===== config.mk =====
export PLATFORM = sky130hd
export DESIGN_NAME = mem_stage
export DESIGN_NICKNAME = d
export VERILOG_FILES = /design/src/rtl/mem_stage_pkg.sv /design/src/rtl/mem_align.sv /design/src/rtl/mem_stage.sv
export SDC_FILE = /design/constraint.sdc
export NUM_CORES = 1
export LEC_CHECK = 0
export ABC_AREA = 1
export BUFFER_PORTS_ARGS = -buffer_cell sky130_fd_sc_hd__buf_2
export CAP_MARGIN = 20
export CORE_ASPECT_RATIO = 1.4
export CORE_MARGIN = 5
export CORE_UTILIZATION = 46
export CTS_CLUSTER_SIZE = 24
export DETAILED_ROUTE_END_ITERATION = 8
export PLACE_DENSITY = 0.87
export SYNTH_ARGS = -nofsm -noshare
export SYNTH_HDL_FRONTEND = slang
export SYNTH_SLANG_ARGS = --single-unit

===== constraint.sdc =====
create_clock -name clk -period 2.9 [get_ports clk]
set_input_delay 0.725 -clock clk [delete_from_list [all_inputs] [get_ports clk]]
set_output_delay 0.725 -clock clk [all_outputs]
set_load 0.02 [all_outputs]

===== src/rtl/mem_stage_pkg.sv =====
// mem_stage shared definitions: funct3 widths, opcodes,
// timeout limits and the MEM/WB register bundle.
package mem_stage_pkg;

   localparam logic [6:0] OPC_LOAD  = 7'b0000011;
   localparam logic [6:0] OPC_STORE = 7'b0100011;

   localparam logic [2:0] F3_LB  = 3'b000;
   localparam logic [2:0] F3_LH  = 3'b001;
   localparam logic [2:0] F3_LW  = 3'b010;
   localparam logic [2:0] F3_LBU = 3'b100;
   localparam logic [2:0] F3_LHU = 3'b101;
   localparam logic [2:0] F3_SB  = 3'b000;
   localparam logic [2:0] F3_SH  = 3'b001;
   localparam logic [2:0] F3_SW  = 3'b010;

   localparam int unsigned CNT_W       = 8;
   localparam int unsigned TIMEOUT_MIN = 2;
   localparam int unsigned TIMEOUT_MAX = 255;

   typedef struct packed {
      logic [31:0] alu;
      logic [31:0] ld;
      logic [31:0] instr;
      logic [4:0]  rd;
      logic        rw;
      logic        mreg;
   } mem_wb_t;

   // Out-of-range timeouts are pinned to the nearest legal value.
   function automatic logic [CNT_W-1:0] tmo_clamp(input int unsigned t);
      if (t < TIMEOUT_MIN) return CNT_W'(TIMEOUT_MIN);
      if (t > TIMEOUT_MAX) return CNT_W'(TIMEOUT_MAX);
      return CNT_W'(t);
   endfunction

endpackage


===== src/rtl/mem_align.sv =====
// mem_align: width decode, misalignment, store lanes/strobes
// and load lane extract + extension. Purely combinational.
module mem_align
   import mem_stage_pkg::*;
(
   input  logic [1:0]  addr_lo,
   input  logic [2:0]  funct3,
   input  logic        mem_read,
   input  logic        mem_write,
   input  logic [31:0] rs2,
   input  logic [31:0] rdata,
   output logic        misaligned,
   output logic [31:0] wdata,
   output logic [3:0]  wstrb,
   output logic [31:0] load_data
);

   logic [7:0]  byte_sel;
   logic [15:0] half_sel;

   assign byte_sel = rdata[{addr_lo, 3'b000} +: 8];
   assign half_sel = addr_lo[1] ? rdata[31:16] : rdata[15:0];

   // Decode the access width; loads take priority if both bits set.
   always_comb begin
      misaligned = 1'b0;
      wdata      = rs2;
      wstrb      = 4'b0000;
      load_data  = 32'd0;
      if (mem_read) begin
         unique case (funct3)
            F3_LB:   load_data = {{24{byte_sel[7]}}, byte_sel};
            F3_LBU:  load_data = {24'd0, byte_sel};
            F3_LH: begin
               misaligned = addr_lo[0];
               load_data  = {{16{half_sel[15]}}, half_sel};
            end
            F3_LHU: begin
               misaligned = addr_lo[0];
               load_data  = {16'd0, half_sel};
            end
            F3_LW: begin
               misaligned = |addr_lo;
               load_data  = rdata;
            end
            default: misaligned = 1'b1;
         endcase
      end else if (mem_write) begin
         unique case (funct3)
            F3_SB: begin
               wdata = {4{rs2[7:0]}};
               wstrb = 4'(4'b0001 << addr_lo);
            end
            F3_SH: begin
               misaligned = addr_lo[0];
               wdata      = {2{rs2[15:0]}};
               wstrb      = 4'(4'b0011 << addr_lo);
            end
            F3_SW: begin
               misaligned = |addr_lo;
               wstrb      = 4'b1111;
            end
            default: misaligned = 1'b1;
         endcase
      end
   end

endmodule


===== src/rtl/mem_stage.sv =====
// mem_stage: data-memory access, wait/timeout counter, stall
// generation and the MEM/WB pipeline register.
module mem_stage
   import mem_stage_pkg::*;
#(
   parameter int unsigned TIMEOUT = 15
)(
   input  logic        clk,
   input  logic        rst,
   input  logic [31:0] ex_alu_result,
   input  logic [31:0] ex_rs2_data,
   input  logic [4:0]  ex_rd,
   input  logic        ex_reg_write,
   input  logic        ex_mem_read,
   input  logic        ex_mem_write,
   input  logic        ex_mem_reg,
   input  logic [31:0] ex_mem_instruction,
   output logic        mem_stall,
   output logic        dmem_req,
   output logic        dmem_we,
   output logic [31:0] dmem_addr,
   output logic [31:0] dmem_wdata,
   output logic [3:0]  dmem_wstrb,
   input  logic        dmem_ready,
   input  logic [31:0] dmem_rdata,
   output logic [31:0] wb_alu_result,
   output logic [31:0] wb_load_data,
   output logic [4:0]  wb_rd,
   output logic        wb_reg_write,
   output logic        wb_mem_reg,
   output logic [31:0] wb_instruction,
   output logic        mem_misaligned,
   output logic        mem_bus_err
);

   localparam logic [CNT_W-1:0] TMO = tmo_clamp(TIMEOUT);

   logic             memop;
   logic             mis_raw;
   logic             fault_mis;
   logic             abort;
   logic [31:0]      load_data;
   logic [CNT_W-1:0] cnt_q, cnt_d;
   mem_wb_t          wb_q, wb_d;
   logic             mis_q, mis_d;
   logic             berr_q, berr_d;

   assign memop = ex_mem_read | ex_mem_write;

   mem_align u_align (
      .addr_lo    (ex_alu_result[1:0]),
      .funct3     (ex_mem_instruction[14:12]),
      .mem_read   (ex_mem_read),
      .mem_write  (ex_mem_write),
      .rs2        (ex_rs2_data),
      .rdata      (dmem_rdata),
      .misaligned (mis_raw),
      .wdata      (dmem_wdata),
      .wstrb      (dmem_wstrb),
      .load_data  (load_data)
   );

   assign fault_mis = memop & mis_raw;
   // Ready arriving on the timeout cycle still completes the access.
   assign abort     = memop & ~fault_mis & (cnt_q == TMO) & ~dmem_ready;
   assign dmem_req  = rst & memop & ~fault_mis & ~abort;
   assign dmem_we   = dmem_req & ex_mem_write;
   assign dmem_addr = {ex_alu_result[31:2], 2'b00};
   assign mem_stall = dmem_req & ~dmem_ready;

   // Next-state: wait counter, WB bundle (bubble unless clean) and faults.
   always_comb begin
      cnt_d  = mem_stall ? cnt_q + 1'b1 : '0;
      mis_d  = fault_mis;
      berr_d = abort;
      wb_d   = '0;
      if (~mem_stall & ~fault_mis & ~abort) begin
         wb_d.alu   = ex_alu_result;
         wb_d.ld    = ex_mem_read ? load_data : 32'd0;
         wb_d.instr = ex_mem_instruction;
         wb_d.rd    = ex_rd;
         wb_d.rw    = ex_reg_write;
         wb_d.mreg  = ex_mem_reg;
      end
   end

   // State registers with asynchronous active-low clear.
   always_ff @(posedge clk or negedge rst) begin
      if (!rst) begin
         cnt_q  <= '0;
         wb_q   <= '0;
         mis_q  <= 1'b0;
         berr_q <= 1'b0;
      end else begin
         cnt_q  <= cnt_d;
         wb_q   <= wb_d;
         mis_q  <= mis_d;
         berr_q <= berr_d;
      end
   end

   assign wb_alu_result  = wb_q.alu;
   assign wb_load_data   = wb_q.ld;
   assign wb_rd          = wb_q.rd;
   assign wb_reg_write   = wb_q.rw;
   assign wb_mem_reg     = wb_q.mreg;
   assign wb_instruction = wb_q.instr;
   assign mem_misaligned = mis_q;
   assign mem_bus_err    = berr_q;

endmodule


==> results of run 1 <==
[layout by cell type, fill, tap and decap left out, drive strengths merged, types with 2 or more instances in the layout]
| cell | n |
|---|---|
| o221ai | 7 |
| nor2 | 138 |
| nand3 | 10 |
| o21ai | 57 |
| nor3 | 2 |
| o211ai | 9 |
| nand2 | 103 |
| buf | 326 |
| conb | 2 |
| o22ai | 8 |
| dfrtp | 113 |
| clkbuf | 18 |
| xnor2 | 2 |
| clkinv | 2 |
| clkinvlp | 4 |
| a21oi | 4 |
| bufinv | 3 |
| xor2 | 2 |
| inv | 124 |
[layout make-up]
cell class	count	area [um^2]	area share, %
flip-flops and latches	113	2830	35.9
multi-input cells	347	2120	26.9
repair buffers	326	1680	21.3
inverters	119	449	5.70
clock buffers	18	439	5.57
well taps	153	191	2.43
clock inverters	14	178	2.25
diodes	1	2.50	0.0317
[logic make-up (layout without fill, tap and decap cells)]
| group | Yosys count | count (layout) | synth area share (%) |
|---|---|---|---|
| compound gates | 85 | 85 | 8.23 |
| simple gates | 255 | 255 | 26.4 |
| other cells | 1 | 3 | 0.0633 |
| flops | 113 | 113 | 47.7 |
| buf+inv | 185 | 477 | 16.8 |
| fa+ha+maj | 1 | 1 | 0.211 |
| xor+xnor | 4 | 4 | 0.591 |
[worst reg2reg max path, stage by stage (launching register included)]
cell	delay (ps)
dfrtp_1	390
ha_1	230
nand2_1	70
nor2_1	70
nand4_1	140
nand2_1	130
nor2_4	150
nand2_4	50
buf_4	180
nand2_8	150
buf_4	460
nor2_1	80
[report_power, final]
group / internal, mW / switching, mW / total (mW)
Clock: 1.39 / 0.758 / 2.14
Sequential: 1.68 / 0.0269 / 1.71
Combinational: 0.314 / 0.663 / 0.977
Total: 3.38 / 1.45 / 4.83
[worst paths after layout]
| kind | slack (ps) | depth (start not counted) | to | from |
|---|---|---|---|---|
| setup / recovery | 150 | 8 | dmem_wdata[18] | ex_mem_write |
| hold / removal | 470 | 1 | cnt_q[0] | cnt_q[0] |
| setup reg to reg | 670 | 11 | wb_instruction[22] | cnt_q[0] |
| hold reg to reg | 470 | 1 | cnt_q[0] | cnt_q[0] |
| max in group asynchronous | 1230 | 3 | wb_alu_result[2] | rst |
| min in group asynchronous | 480 | 2 | wb_alu_result[15] | rst |
[through the flow]
step / TNS (ps) / worst slack (ps) / utilization [%] / std cells
detailed placement: 0 / 154 / 57.0 / 1058
CTS: 0 / 122 / 61.8 / 1090
floorplan: -484 / -69.2 / - / 645
global route: 0 / 45.5 / 61.8 / 1091
global placement: 0 / 176 / 57.0 / 1058
finish: 0 / 153 / 61.8 / 1091
[layer usage]
layer,vias to the layer above,global-route usage [%]
met5,-,0
met4,6,11.0
met3,44,7.06
met2,266,43.5
met1,2353,23.4
li1,2458,-
[repair_timing]
item                                    in CTS  in global routing
endpoints found under the setup margin       0                  8
buffers inserted                             0                  0
resized for setup                            0                  1
==> metrics.txt, run 1 <==
slowest stage delay, CP=220 ps; Synth top area share=47.7%; fmax=0.364 GHz; WL met3=1550 um; CP max FO=26; pwr/cell area=613 nW/um^2; Cell Area, Placed=7260 um^2; CTS buffer count=17; Synth top cells by count=dfrtp_1, inv_1, nand2_1; initial detailed-routing violation count=287; leakage=4.47 nW; final instance area=7890 um^2; CP Cell Sequence=buf_2 > inv_1 > nor2_2 > inv_2 > nor2_2 > inv_2 > o21ai_0 > buf_2; area leader, netlist=dfrtp_1; Routed Antenna Nets=0; Nets=1065; register area share after synthesis=47.7%; Post-synth EDFFs=0; clk sinks=113; Placer Congestion=0.891; Async S/R FF share, synth=100%; DPL Wire Length=14400 um; DR vias=5127; DR WL met2=9640 um; Die X=106 um; core area=12800 um^2; first-pass GRT wire length=26800 um; total power=4.83 mW; Least-Margin Pin Slew=707 ps; Hold WC Path Type=reg -> reg; clock root buffer=clkbuf_16; CP top delay family=buffers and inverters; Metal-1 WL=5980 um; Crit path required time=2170 ps; Max VDD drop=0.411 mV; drt pass-1 iters=4; crit end category=output pin; htree depth=4; Syn Area/Cell=9.20 um^2; number of global-route vias before repair=5240; die area=15300 um^2; slowest cell on the critical path=nor2_2; Yosys warnings=0; Routed wire per std cell=16.3 um; run status=complete, no violations; Yosys reg bits=113; Period minus WS final=2750 ps; Slew Limit Fails=0; I/O pin cnt=316; Post-CTS Hold Fix Bufs=0; max-cap violations=0; CTS tree=done; GRT overflow=0; all-layer global routing usage=23.2%; clk_skew=17.8 ps; Final Hold Fails=0; Setup CP Type=in -> out; Die H=144 um; worst hold slack=467 ps; row count=49; Yosys cell types=30; Rel. slew slack=52.9%; uppermost routed layer=met5; worst skew pair latency=410 ps; clk buf depth=2; area of the mapped netlist=5930 um^2; effective utilization at floorplan=46.5%; Final setup viols=0; CP Buf/Inv Count=5; critical path startpoint category=input pin; unrepaired setup endpoints after global routing=false; Worst-path clk slew=50 ps; DRC viols=0; largest net degree at the start of global routing=59; layout cell share with drive strength beyond 1=48.0%; Synth Instances=644; Synth area leaders=dfrtp_1, nor2_4, inv_1; Tcrit/Tclk final=94.7%; Area growth syn-to-layout=33.1%; Top FF cell, synth=dfrtp_1; initial antenna violation count=4; port buffer count=313; crit path DAT=2020 ps; # fillers=1113; DR vias/cell=4.70; drt total wl=17800 um
Power figures use the tool's default switching activity.
==> run 2: changes to the inputs <==
--- a/config.mk
+++ b/config.mk
@@ -14,6 +14,8 @@
 export CTS_CLUSTER_SIZE = 24
 export DETAILED_ROUTE_END_ITERATION = 8
 export PLACE_DENSITY = 0.87
+export SETUP_SLACK_MARGIN = 0.4
+export SLEW_MARGIN = 20
 export SYNTH_ARGS = -nofsm -noshare
 export SYNTH_HDL_FRONTEND = slang
 export SYNTH_SLANG_ARGS = --single-unit
==> run 2 against run 1 <==
Routed wire length grew 6.0%. Clock-buffer cell count unchanged. Utilization rose by 4.0 points. Combinational power rose by 11%. Power increased by 0.12%. First-iteration DRC count shrank 33%. Cell area is 6.5% higher. Global-route usage is 0.74 points higher.
==> metrics.txt, run 2 (same netlist as run 1, synthesis figures left out) <==
Pint=3.35 mW (-1.0%); drt total wl=18900 um (+6.0%); Final Hold Fails=0 (unchanged); Die H=144 um (unchanged); leakage=4.68 nW (+4.5%); clock root buffer=clkbuf_16; Setup CP Type=in -> out; core area=12800 um^2 (unchanged); DR vias=5351 (+4.4%); critical path startpoint category=input pin; Max VDD drop=0.323 mV (-21%); Routed Antenna Nets=0 (unchanged); htree depth=4 (unchanged); max-cap violations=0 (unchanged); clk buf depth=2 (unchanged); commonest non-fill, non-tap cell in the layout=buf_2; first-pass GRT wire length=28300 um (+5.5%); I/O pin cnt=316 (unchanged); total power=4.84 mW (+0.12%); CTS tree=done; most frequent cells in the layout=buf_2, dfrtp_1, inv_1; clk sinks=113 (unchanged); CTS buffer count=17 (unchanged); port buffer count=313 (unchanged); unrepaired setup endpoints after global routing=true; Least-Margin Pin Slew=839 ps (+132 ps); worst reg2reg setup slack=570 ps (-100 ps); GRT overflow=0 (unchanged); DRC viols=0 (unchanged); all-layer global routing usage=23.9% (+0.74 points); Hold WC Path Type=in -> async; Clock power frac=42.4% (-2.0 points); crit path DAT=1770 ps (-250 ps); pwr/cell area=576 nW/um^2 (-6.0%); Final setup viols=0 (unchanged); Placer Congestion=0.904 (+1.4%); P_sw=1.49 mW (+2.7%); Tcrit/Tclk final=86.2% (-8.6 points); layout cell share with drive strength beyond 1=52.7% (+4.7 points); drt pass-1 iters=5 (+1); row count=49 (unchanged); Die X=106 um (unchanged); clk_skew=9.64 ps (-8.16 ps); Slew Limit Fails=0 (unchanged); crit end category=output pin; RR Startpoint=cnt_q[1]; r2r endpoint=wb_rd[2]; initial detailed-routing violation count=192 (-33%); fmax=0.400 GHz (+9.9%); Period minus WS final=2500 ps (-248 ps); Area growth syn-to-layout=41.7%; DR vias/cell=4.80 (+2.1%); Antenna Cells=0 (-1); worst skew pair latency=400 ps (about the same); switching share of total power=30.7% (+0.78 points); DPL Wire Length=14500 um (+0.45%); slowest cell on the critical path=nor2_4; Seq pwr share=35.3% (about the same); Nets=1090 (+2.3%); effective utilization at floorplan=46.5% (unchanged); setup TNS=0 ps (unchanged); number of global-route vias before repair=5724 (+9.2%); run status=complete, no violations; CP max FO=6 (-77%); Worst-path clk slew=60 ps (about the same); Crit path required time=2170 ps (about the same); Rel. slew slack=44.1% (-8.8 points); Routed wire per std cell=17.0 um (+3.8%); largest net degree at the start of global routing=69 (+17%); die area=15300 um^2 (unchanged); combinational fraction of design power=22.2% (+2.0 points); slowest stage delay, CP=220 ps (about the same); CP Cell Sequence=buf_12 > inv_4 > nor2_4 > nand2_4 > o22ai_2 > nand2_1 > o21ai_0 > buf_2; initial antenna violation count=1 (-3); FF-to-FF path depth=11 (unchanged)
run 2: critical path, delay by kind of cell:
family                 cells  cell delay (ps)
AND/OR/NAND/NOR            3              450
buffers and inverters      3              340
AO/OA/AOI/OAI              2              250
run 2: cell type report:
cell class              instances  area [um^2]
repair buffers                350         1980
inverters                     119          467
multi-input cells             348         2340
clock buffers                  18          439
flip-flops and latches        113         2830
fillers                       997         4360
well taps                     153          191
clock inverters                14          156
run 2: worst max-delay path by stage:
stage	start	end	slack [ps]
6_report	ex_mem_instruction[12]	dmem_wdata[9]	400
5_1_grt	cnt_q[1]	mem_stall	290
4_1_cts	ex_mem_instruction[12]	mem_stall	390
3_5_place_dp	ex_mem_instruction[12]	dmem_wdata[11]	160
3_3_place_gp	ex_mem_instruction[14]	dmem_wdata[11]	180
2_1_floorplan	ex_alu_result[1]	dmem_we	360
run 2: timing repair:
action,CTS,global route
pin swaps,12,15
setup buffers,13,7
gates resized for setup,30,31
cloned,1,0
endpoints found under the setup margin,30,21
hold buffers,0,0
run 2: power by group through the flow:
stage | Clock (mW) | Combinational [mW] | Sequential (mW)
2_1_floorplan | 0 | 0.556 | 1.88
3_3_place_gp | 0 | 1.01 | 1.73
3_5_place_dp | 0 | 1.03 | 1.74
4_1_cts | 2.09 | 1.06 | 1.71
5_1_grt | 2.17 | 1.15 | 1.72
6_report | 2.05 | 1.08 | 1.71
run 2: per-layer routing:
metal	global-route usage [%]	routed length, um
met1	23.4	6310
met2	46.5	10400
met3	5.58	1320
met4	12.5	825
met5	0	13
run 2: stage by stage:
stage	setup WS (ps)	instance area, um^2	std cells	hold slack [ps]	util, %
after global placement	184	7450	1062	454	58.4
after floorplan	359	6080	645	429	-
final	401	8400	1115	139	65.8
after detailed placement	162	7450	1062	472	58.4
after global routing	291	8400	1115	132	65.8
after CTS	389	8230	1108	128	64.5
